$ cat config.mk
export PLATFORM = sky130hd
export DESIGN_NAME = tengig_eth_loop_arb
export DESIGN_NICKNAME = d
export VERILOG_FILES = /design/src/rtl/tengig_eth_loop_arb.sv
export SDC_FILE = /design/constraint.sdc
export NUM_CORES = 1
export LEC_CHECK = 0
export CAP_MARGIN = 20
export CORE_ASPECT_RATIO = 2
export CORE_MARGIN = 4
export CORE_UTILIZATION = 31
export CTS_BUF_LIST = sky130_fd_sc_hd__clkbuf_8
export DETAILED_ROUTE_END_ITERATION = 16
export PLACE_DENSITY_LB_ADDON = 0.3
export SYNTH_ARGS = -nofsm -noshare
export SYNTH_HDL_FRONTEND = slang
export SYNTH_SLANG_ARGS = --single-unit
$ cat constraint.sdc
create_clock -name piEthCoreClk -period 1.8 [get_ports piEthCoreClk]
set_input_delay 0.36 -clock piEthCoreClk [delete_from_list [all_inputs] [get_ports piEthCoreClk]]
set_output_delay 0.36 -clock piEthCoreClk [all_outputs]
set_load 0.03 [all_outputs]
$ cat src/rtl/tengig_eth_loop_arb.sv
// rtl/tengig_eth_loop_arb.sv - frame-level TXP/loopback arbiter and swap-enable sequencer for the 10GE MAC swapper
//
// Shares the swapper input between shell TX (TXP) and RX loopback (LPB) one whole
// frame at a time. The swap enable is changed only between frames, after the swapper
// pipeline has drained. When loopback is disabled, LPB frames are sunk and counted.
//
// Ports:
//   piEthCoreClk / piEthCoreRst_n   core clock, asynchronous active-low reset
//   piMMIO_LoopEn / piMMIO_SwapEn   loopback grant / LPB MAC-swap enables (sampled in IDLE)
//   piTXP_Arb_Axis_*                TXP source stream, poARB_Txp_Axis_tready its ready
//   piLPB_Arb_Axis_*                LPB source stream, poARB_Lpb_Axis_tready its ready
//   poARB_Swap_Axis_*               stream to swapper, piSWAP_Arb_Axis_tready its ready
//   poARB_Swap_SwapEn               registered swap enable to swapper
//   poARB_TxpFrmCnt / poARB_LpbFrmCnt / poARB_LpbDropCnt   saturating frame counters
module tengig_eth_loop_arb #(
  parameter int SWAP_LAT = 2,
  parameter int CNT_W    = 16
) (
  input  logic             piEthCoreClk,
  input  logic             piEthCoreRst_n,
  input  logic             piMMIO_LoopEn,
  input  logic             piMMIO_SwapEn,
  input  logic [63:0]      piTXP_Arb_Axis_tdata,
  input  logic [7:0]       piTXP_Arb_Axis_tkeep,
  input  logic             piTXP_Arb_Axis_tlast,
  input  logic             piTXP_Arb_Axis_tvalid,
  output logic             poARB_Txp_Axis_tready,
  input  logic [63:0]      piLPB_Arb_Axis_tdata,
  input  logic [7:0]       piLPB_Arb_Axis_tkeep,
  input  logic             piLPB_Arb_Axis_tlast,
  input  logic             piLPB_Arb_Axis_tvalid,
  output logic             poARB_Lpb_Axis_tready,
  output logic [63:0]      poARB_Swap_Axis_tdata,
  output logic [7:0]       poARB_Swap_Axis_tkeep,
  output logic             poARB_Swap_Axis_tlast,
  output logic             poARB_Swap_Axis_tvalid,
  input  logic             piSWAP_Arb_Axis_tready,
  output logic             poARB_Swap_SwapEn,
  output logic [CNT_W-1:0] poARB_TxpFrmCnt,
  output logic [CNT_W-1:0] poARB_LpbFrmCnt,
  output logic [CNT_W-1:0] poARB_LpbDropCnt
);

  localparam int               DCW        = (SWAP_LAT > 1) ? $clog2(SWAP_LAT) : 1;
  localparam logic [DCW-1:0]   DRAIN_LAST = DCW'(SWAP_LAT - 1);
  localparam logic [CNT_W-1:0] CNT_MAX    = '1;
  localparam logic             SRC_TXP    = 1'b0;
  localparam logic             SRC_LPB    = 1'b1;

  typedef enum logic [1:0] {S_IDLE, S_DRAIN, S_FWD, S_DROP} state_t;

  state_t           state_q, state_d;
  logic             grant_q, grant_d;
  logic             rr_q, rr_d;
  logic             tgt_q, tgt_d;
  logic             swap_en_q, swap_en_d;
  logic [DCW-1:0]   drain_q, drain_d;
  logic [CNT_W-1:0] txp_cnt_q, txp_cnt_d;
  logic [CNT_W-1:0] lpb_cnt_q, lpb_cnt_d;
  logic [CNT_W-1:0] drop_cnt_q, drop_cnt_d;

  logic txp_req, lpb_req, idle_pick, idle_tgt;
  logic sel_valid, sel_last, fwd_accept;

  function automatic logic [CNT_W-1:0] sat_inc(input logic [CNT_W-1:0] v);
    return (v == CNT_MAX) ? v : v + 1'b1;
  endfunction

  assign txp_req   = piTXP_Arb_Axis_tvalid;
  assign lpb_req   = piLPB_Arb_Axis_tvalid & piMMIO_LoopEn;
  // Contention goes to the round-robin pointer; otherwise the lone requester wins.
  assign idle_pick = (txp_req & lpb_req) ? rr_q : (lpb_req ? SRC_LPB : SRC_TXP);
  assign idle_tgt  = (idle_pick == SRC_LPB) & piMMIO_SwapEn;

  assign sel_valid  = (grant_q == SRC_LPB) ? piLPB_Arb_Axis_tvalid : piTXP_Arb_Axis_tvalid;
  assign sel_last   = (grant_q == SRC_LPB) ? piLPB_Arb_Axis_tlast  : piTXP_Arb_Axis_tlast;
  assign fwd_accept = (state_q == S_FWD) & sel_valid & piSWAP_Arb_Axis_tready;

  // Zero-latency datapath: data/keep/last follow the grant, only tvalid is state-gated.
  assign poARB_Swap_Axis_tdata = (grant_q == SRC_LPB) ? piLPB_Arb_Axis_tdata : piTXP_Arb_Axis_tdata;
  assign poARB_Swap_Axis_tkeep = (grant_q == SRC_LPB) ? piLPB_Arb_Axis_tkeep : piTXP_Arb_Axis_tkeep;
  assign poARB_Swap_Axis_tlast = sel_last;

  always_comb begin
    state_d                = state_q;
    grant_d                = grant_q;
    rr_d                   = rr_q;
    tgt_d                  = tgt_q;
    swap_en_d              = swap_en_q;
    drain_d                = drain_q;
    txp_cnt_d              = txp_cnt_q;
    lpb_cnt_d              = lpb_cnt_q;
    drop_cnt_d             = drop_cnt_q;
    poARB_Swap_Axis_tvalid = 1'b0;
    poARB_Txp_Axis_tready  = 1'b0;
    poARB_Lpb_Axis_tready  = 1'b0;

    case (state_q)
      S_IDLE: begin
        if (txp_req | lpb_req) begin
          grant_d = idle_pick;
          rr_d    = ~idle_pick;
          tgt_d   = idle_tgt;
          if (idle_tgt == swap_en_q) begin
            state_d = S_FWD;
          end else begin
            state_d = S_DRAIN;
            drain_d = '0;
          end
        end else if (piLPB_Arb_Axis_tvalid) begin
          // Only reachable with LoopEn low: LPB has data but may not be granted.
          state_d = S_DROP;
        end
      end
      S_DRAIN: begin
        // Swapper advances only on ready cycles, so only those count toward the flush.
        if (piSWAP_Arb_Axis_tready) begin
          if (drain_q == DRAIN_LAST) begin
            swap_en_d = tgt_q;
            state_d   = S_FWD;
          end else begin
            drain_d = drain_q + 1'b1;
          end
        end
      end
      S_FWD: begin
        poARB_Swap_Axis_tvalid = sel_valid;
        poARB_Txp_Axis_tready  = (grant_q == SRC_TXP) & piSWAP_Arb_Axis_tready;
        poARB_Lpb_Axis_tready  = (grant_q == SRC_LPB) & piSWAP_Arb_Axis_tready;
        if (fwd_accept & sel_last) begin
          if (grant_q == SRC_LPB) lpb_cnt_d = sat_inc(lpb_cnt_q);
          else                    txp_cnt_d = sat_inc(txp_cnt_q);
          state_d = S_IDLE;
        end
      end
      S_DROP: begin
        poARB_Lpb_Axis_tready = 1'b1;
        if (piLPB_Arb_Axis_tvalid & piLPB_Arb_Axis_tlast) begin
          drop_cnt_d = sat_inc(drop_cnt_q);
          state_d    = S_IDLE;
        end
      end
      default: state_d = S_IDLE;
    endcase
  end

  always_ff @(posedge piEthCoreClk or negedge piEthCoreRst_n) begin
    if (!piEthCoreRst_n) begin
      state_q    <= S_IDLE;
      grant_q    <= SRC_TXP;
      rr_q       <= SRC_TXP;
      tgt_q      <= 1'b0;
      swap_en_q  <= 1'b0;
      drain_q    <= '0;
      txp_cnt_q  <= '0;
      lpb_cnt_q  <= '0;
      drop_cnt_q <= '0;
    end else begin
      state_q    <= state_d;
      grant_q    <= grant_d;
      rr_q       <= rr_d;
      tgt_q      <= tgt_d;
      swap_en_q  <= swap_en_d;
      drain_q    <= drain_d;
      txp_cnt_q  <= txp_cnt_d;
      lpb_cnt_q  <= lpb_cnt_d;
      drop_cnt_q <= drop_cnt_d;
    end
  end

  assign poARB_Swap_SwapEn = swap_en_q;
  assign poARB_TxpFrmCnt   = txp_cnt_q;
  assign poARB_LpbFrmCnt   = lpb_cnt_q;
  assign poARB_LpbDropCnt  = drop_cnt_q;

endmodule

# After elaboration in Yosys (flattened, before gate mapping)
# Cells that the tools add are included.
dict set report op_classes {
  add_sub_neg 4
  n_eq_ne 14
  n_mux 22
  bitwise 15
  reduce_logical 9
}
# cell n
set ops {}
lappend ops {{$mux W64} 1}
lappend ops {{$add A16 B1 Y16 const B} 3}
lappend ops {{$eq A16 B16 Y1 const B} 3}
lappend ops {{$mux W2} 7}
lappend ops {{$reduce_and A4 Y1} 3}
lappend ops {{$mux W1} 10}
lappend ops {{$ne A2 B2 Y1 const B} 5}
lappend ops {{$and A1 B1 Y1} 9}
lappend ops {{$mux W8} 1}
lappend ops {{$pmux W2 S4} 1}
lappend ops {{$reduce_and A3 Y1} 2}
lappend ops {{$not A1 Y1} 5}
lappend ops {{$reduce_and A5 Y1} 1}
lappend ops {{$eq A2 B2 Y1 const B} 2}
lappend ops {{$pmux W1 S2} 2}
lappend ops {{$ne A3 B3 Y1 const B} 1}
lappend ops {{$eq A2 B1 Y1 const B} 1}
lappend ops {{$logic_not A2 Y1} 1}
lappend ops {{$ne A2 B1 Y1 const B} 1}
lappend ops {{$reduce_and A2 Y1} 1}
lappend ops {{$reduce_bool A2 Y1} 1}
lappend ops {{$add A1 B1 Y1 const B} 1}
lappend ops {{$eq A1 B1 Y1} 1}
lappend ops {{$or A1 B1 Y1} 1}
dict set report totals {
  ff_bits 55
  in_bits 153
}

# Logic depth before layout (Yosys ltp)
dict set report depth {
  ltp_word 8
  ltp_mapped 6
}

# Worst setup path before layout
# No wires, ideal clock.
dict set report synth_path {
  path_kind {reg-to-reg}
  from {register txp_cnt_q[0] (netlist: poARB_TxpFrmCnt[0])}
  to {register txp_cnt_q[1] (netlist: poARB_TxpFrmCnt[1])}
  setup_ns 0.128
  t_arrival_ns 1.934
  required_ns 1.672
  slack_ns -0.262
  path_stages_with_launch 6
  path_cell_list {dfrtp_1 > ha_1 > nand3_1 > or3_1 > o21ai_4 > mux2_1}
}
dict set report synth_between {
  elab_chain_cells 3
  elab_cells_between_ends 4
}
# element line_no
set synth_rtl {}
lappend synth_rtl {{start, declared} 58} ;# logic [CNT_W-1:0] txp_cnt_q, txp_cnt_d;
lappend synth_rtl {{start signal, assigned} 165} ;# txp_cnt_q <= txp_cnt_d;
lappend synth_rtl {{parallel branches: the longest is 3 deep, another holds $add A16 B1 Y16} n/a}
# Several ways; the timed one is not identified.
# A chain may end at the register's enable or synchronous reset.

# Worst setup path after layout
dict set report layout_path {
  from {register grant_q}
  to {output poARB_Swap_Axis_tdata[55]}
}
dict set report layout_between {
  elab_chain_cells 1
}
# element line_no
set layout_rtl {}
lappend layout_rtl {{start, declared} 53} ;# logic grant_q, grant_d;
lappend layout_rtl {{start signal, assigned} 160} ;# grant_q <= grant_d;
lappend layout_rtl {{$mux W64} 80} ;# assign poARB_Swap_Axis_tdata = (grant_q == SRC_LPB) ? piLPB_Arb_Axis_tdata : piTXP_Arb_Axis_tdata;
lappend layout_rtl {{end, declared} 33} ;# output logic [63:0] poARB_Swap_Axis_tdata,
# Every way passes these cells.

==> reports/qor.txt <==
Starting Density: 31.7%
IO buf count: 277
Min-delay src: poARB_TxpFrmCnt[7]
Pin count of the biggest net entering global routing: 32
Comb pwr share: 71.0%
Count leader, synth: mux2_2
Status: complete, but fails checks
Vias per cell: 5.04
Final setup viols: 76
Yosys reg bits: 55
Post-synth EDFFs: 0
Seq pwr share: 19.2%
Seq/Total Area, Yosys: 38.2%
Yosys cell types: 47
TritonRoute pass-1 iters: 4
Clock Pin Slew Worst Setup and Hold Paths: 0.10 ns
Grt ovf: 0
Die area: 0.0135 mm^2
P_int: 5.00 mW
Nets: 823
Worst path required time: 1.44 ns
Ys async rst share: 100%
Worst vdd ir: 0.000637 V
DR WL/cell: 20.7 um
Number of DRC markers in iteration 0: 142
CP arrival: 1.58 ns
Post-synth top area cell: dfrtp_1
P&R area growth vs syn: 114%
CP Class: flip-flop to output port
Post-Syn Area: 0.00360 mm^2
Mapped Cells: 340
CP Launch Type: flip-flop
MaxCap Viol Count: 0
Fin Clk Skew: 0.0141 ns
Via count: 4082
Net Switching: 3.49 mW
Synth Flop Type: dfrtp_1
Worst R2R End: poARB_TxpFrmCnt[12]
Synth cell count leaders: mux2_2 (76), dfrtp_1 (55), xnor2_1 (26)
Non-filler cells, final: 810
Clock share of power: 9.7%
Post-detailed-route count of antenna-violating nets: 0
Final core utilization: 68.0%
Fin. Hold Viols: 0
Reg2Reg Setup Slack: 0 ns
Measured slew at the worst slew-check pin: 0.430 ns
GPL Wtd Cong: 0.874
H-tree depth: 2
RR Startpoint: grant_q
# DRC: 0
CTS buffer count: 5
Failing checks: negative setup slack
Final wirelength: 16700 um
GRT Total Usage: 21.9%
First-pass GRT wire length: 22700 um
Share of layout cells above drive strength 1: 38.2%
Number of global-route vias before repair: 4188
# rows: 55
Critical Path Sink Type: output port
# fillers: 877
Static Leak: 3.71 nW
Worst R2R Path Depth: 6
PD cells: 1100 mW/mm^2
Crit share post-route: 108%
Synth top area cells: dfrtp_1 (38%), mux2_2 (24%), xnor2_1 (6.3%)
I/O pin count: 278
Ant. Diodes: 0
Clock Path Buffers: 2
Placed insts: 783
Sw frac: 41.1%
Core Box Area: 0.0114 mm^2
Peak Freq: 0.516 GHz
TritonCTS clock tree: done
Pre-CTS setup slack: -0.370 ns
HPWL Detailed: 13100 um
Die width: 84.2 um
WHS Endpoint: poARB_TxpFrmCnt[7]
Root buffer cell: clkbuf_8
Antenna violations before repair: 0
Post-Syn Nets: 496
Yosys warning total: 0
Slew Viols, Final: 0
Hold depth: 1
Final setup margin: -0.138 ns
RSZ-0062 raised after global routing: true
Post-route minimum period: 1.94 ns
Die boundary height: 160 um
Slew headroom: 71.3%
Worst Path Max Fanout: 8
Share of the synthesized area in the top cell type: 38.2%
Worst-skew pair later-pin latency: 0.32 ns
HP Class: flip-flop to flip-flop
Clk sinks: 55
Syn Area/Cell: 10.6 um^2
final cells by class:
| cell class | count | area, um^2 | share of cell area, % |
|---|---|---|---|
| clock buffer | 5 | 68.8 | 0.891 |
| clock inverter | 3 | 43.8 | 0.567 |
| inverter | 8 | 30.0 | 0.389 |
| multi-input combinational | 266 | 2500 | 32.4 |
| sequential | 55 | 1390 | 18.0 |
| tap | 142 | 178 | 2.30 |
| timing repair buffer | 331 | 3510 | 45.5 |
critical path, cell delays in order, from the launching register on:
cell and delay (ns):
dfrtp_2 0.47, buf_6 0.15, clkbuf_16 0.16, mux2_4 0.34, buf_6 0.15
registers in the layout, summed over array words and instances, names as in the netlist:
register           count
poARB_LpbDropCnt      16
poARB_LpbFrmCnt       16
poARB_TxpFrmCnt       16
state_q                2
drain_q                1
grant_q                1
poARB_Swap_SwapEn      1
rr_q                   1
tgt_q                  1
worst max path at each step:
stage                           startpoint                   endpoint  slack [ns]
global placement    piSWAP_Arb_Axis_tready        poARB_TxpFrmCnt[12]       -0.36
detailed placement  piSWAP_Arb_Axis_tready        poARB_TxpFrmCnt[12]       -0.37
global route                       grant_q     poARB_Swap_Axis_tvalid       -0.20
finish                             grant_q  poARB_Swap_Axis_tdata[55]       -0.14
CTS                                grant_q  poARB_Swap_Axis_tdata[50]       -0.15
floorplan               poARB_TxpFrmCnt[0]         poARB_TxpFrmCnt[1]       -0.04
power by group through the flow:
stage               Clock (mW)  Combinational, mW  Sequential, mW
global route             0.889               6.27            1.66
detailed placement           0               4.60            1.64
global placement             0               4.56            1.63
floorplan                    0               2.45            1.79
CTS                      0.844               5.23            1.61
finish                   0.826               6.03            1.63
metrics by stage:
stage | total power [mW] | setup TNS [ns] | hold WS, ns | cell area [um^2]
2_1_floorplan | 4.24 | -0.0370 | 0.0644 | 3640
3_5_place_dp | 6.25 | -10.91 | 0.315 | 6730
5_1_grt | 8.82 | -11.05 | 0.527 | 7730
3_3_place_gp | 6.19 | -9.96 | 0.313 | 6730
4_1_cts | 7.69 | -8.88 | 0.496 | 7160
6_report | 8.49 | -7.93 | 0.498 | 7730
cells in the final DEF, fill, tap and decap left out, types with 4 or more instances in the layout:
cell,n
a21oi_1,13
and3_1,8
buf_12,10
buf_16,4
buf_4,36
buf_6,72
clkbuf_16,4
clkbuf_8,5
clkdlybuf4s50_1,153
dfrtp_1,44
dfrtp_2,11
dlygate4sd2_1,39
dlymetal6s2s_1,8
inv_1,7
mux2_2,7
mux2_4,70
nand2_1,22
nand3_1,18
nand4_1,14
nor2_1,16
o21ai_0,4
xnor2_1,25
xor2_1,15
per-layer routing:
layer	track usage (%)	vias up	share of wire (%)	routed length, um
met1	22.9	1968	33	5540
met5	0	-	0	0
met4	4.76	0	1.2	195
met2	42.6	227	56	9440
met3	5.65	10	9.3	1560
li1	-	1877	-	-
cells by family after synthesis:
logic type / after synthesis / share of synthesized area, %
compound gates: 31 / 5.87
xor+xnor: 41 / 9.97
fa+ha+maj: 3 / 1.04
buf+inv: 20 / 2.61
flops: 55 / 38.2
mux: 79 / 24.6
simple gates: 111 / 17.7
timing repair:
item                                    in CTS  in global routing
hold buffers                                 1                  0
buffers inserted                             6                  4
pin swaps                                    5                 13
hold endpoints to repair                    16                  0
gates resized for setup                     98                116
cloned                                       4                  5
endpoints found under the setup margin     123                102
(Power assumes the default switching activity.)
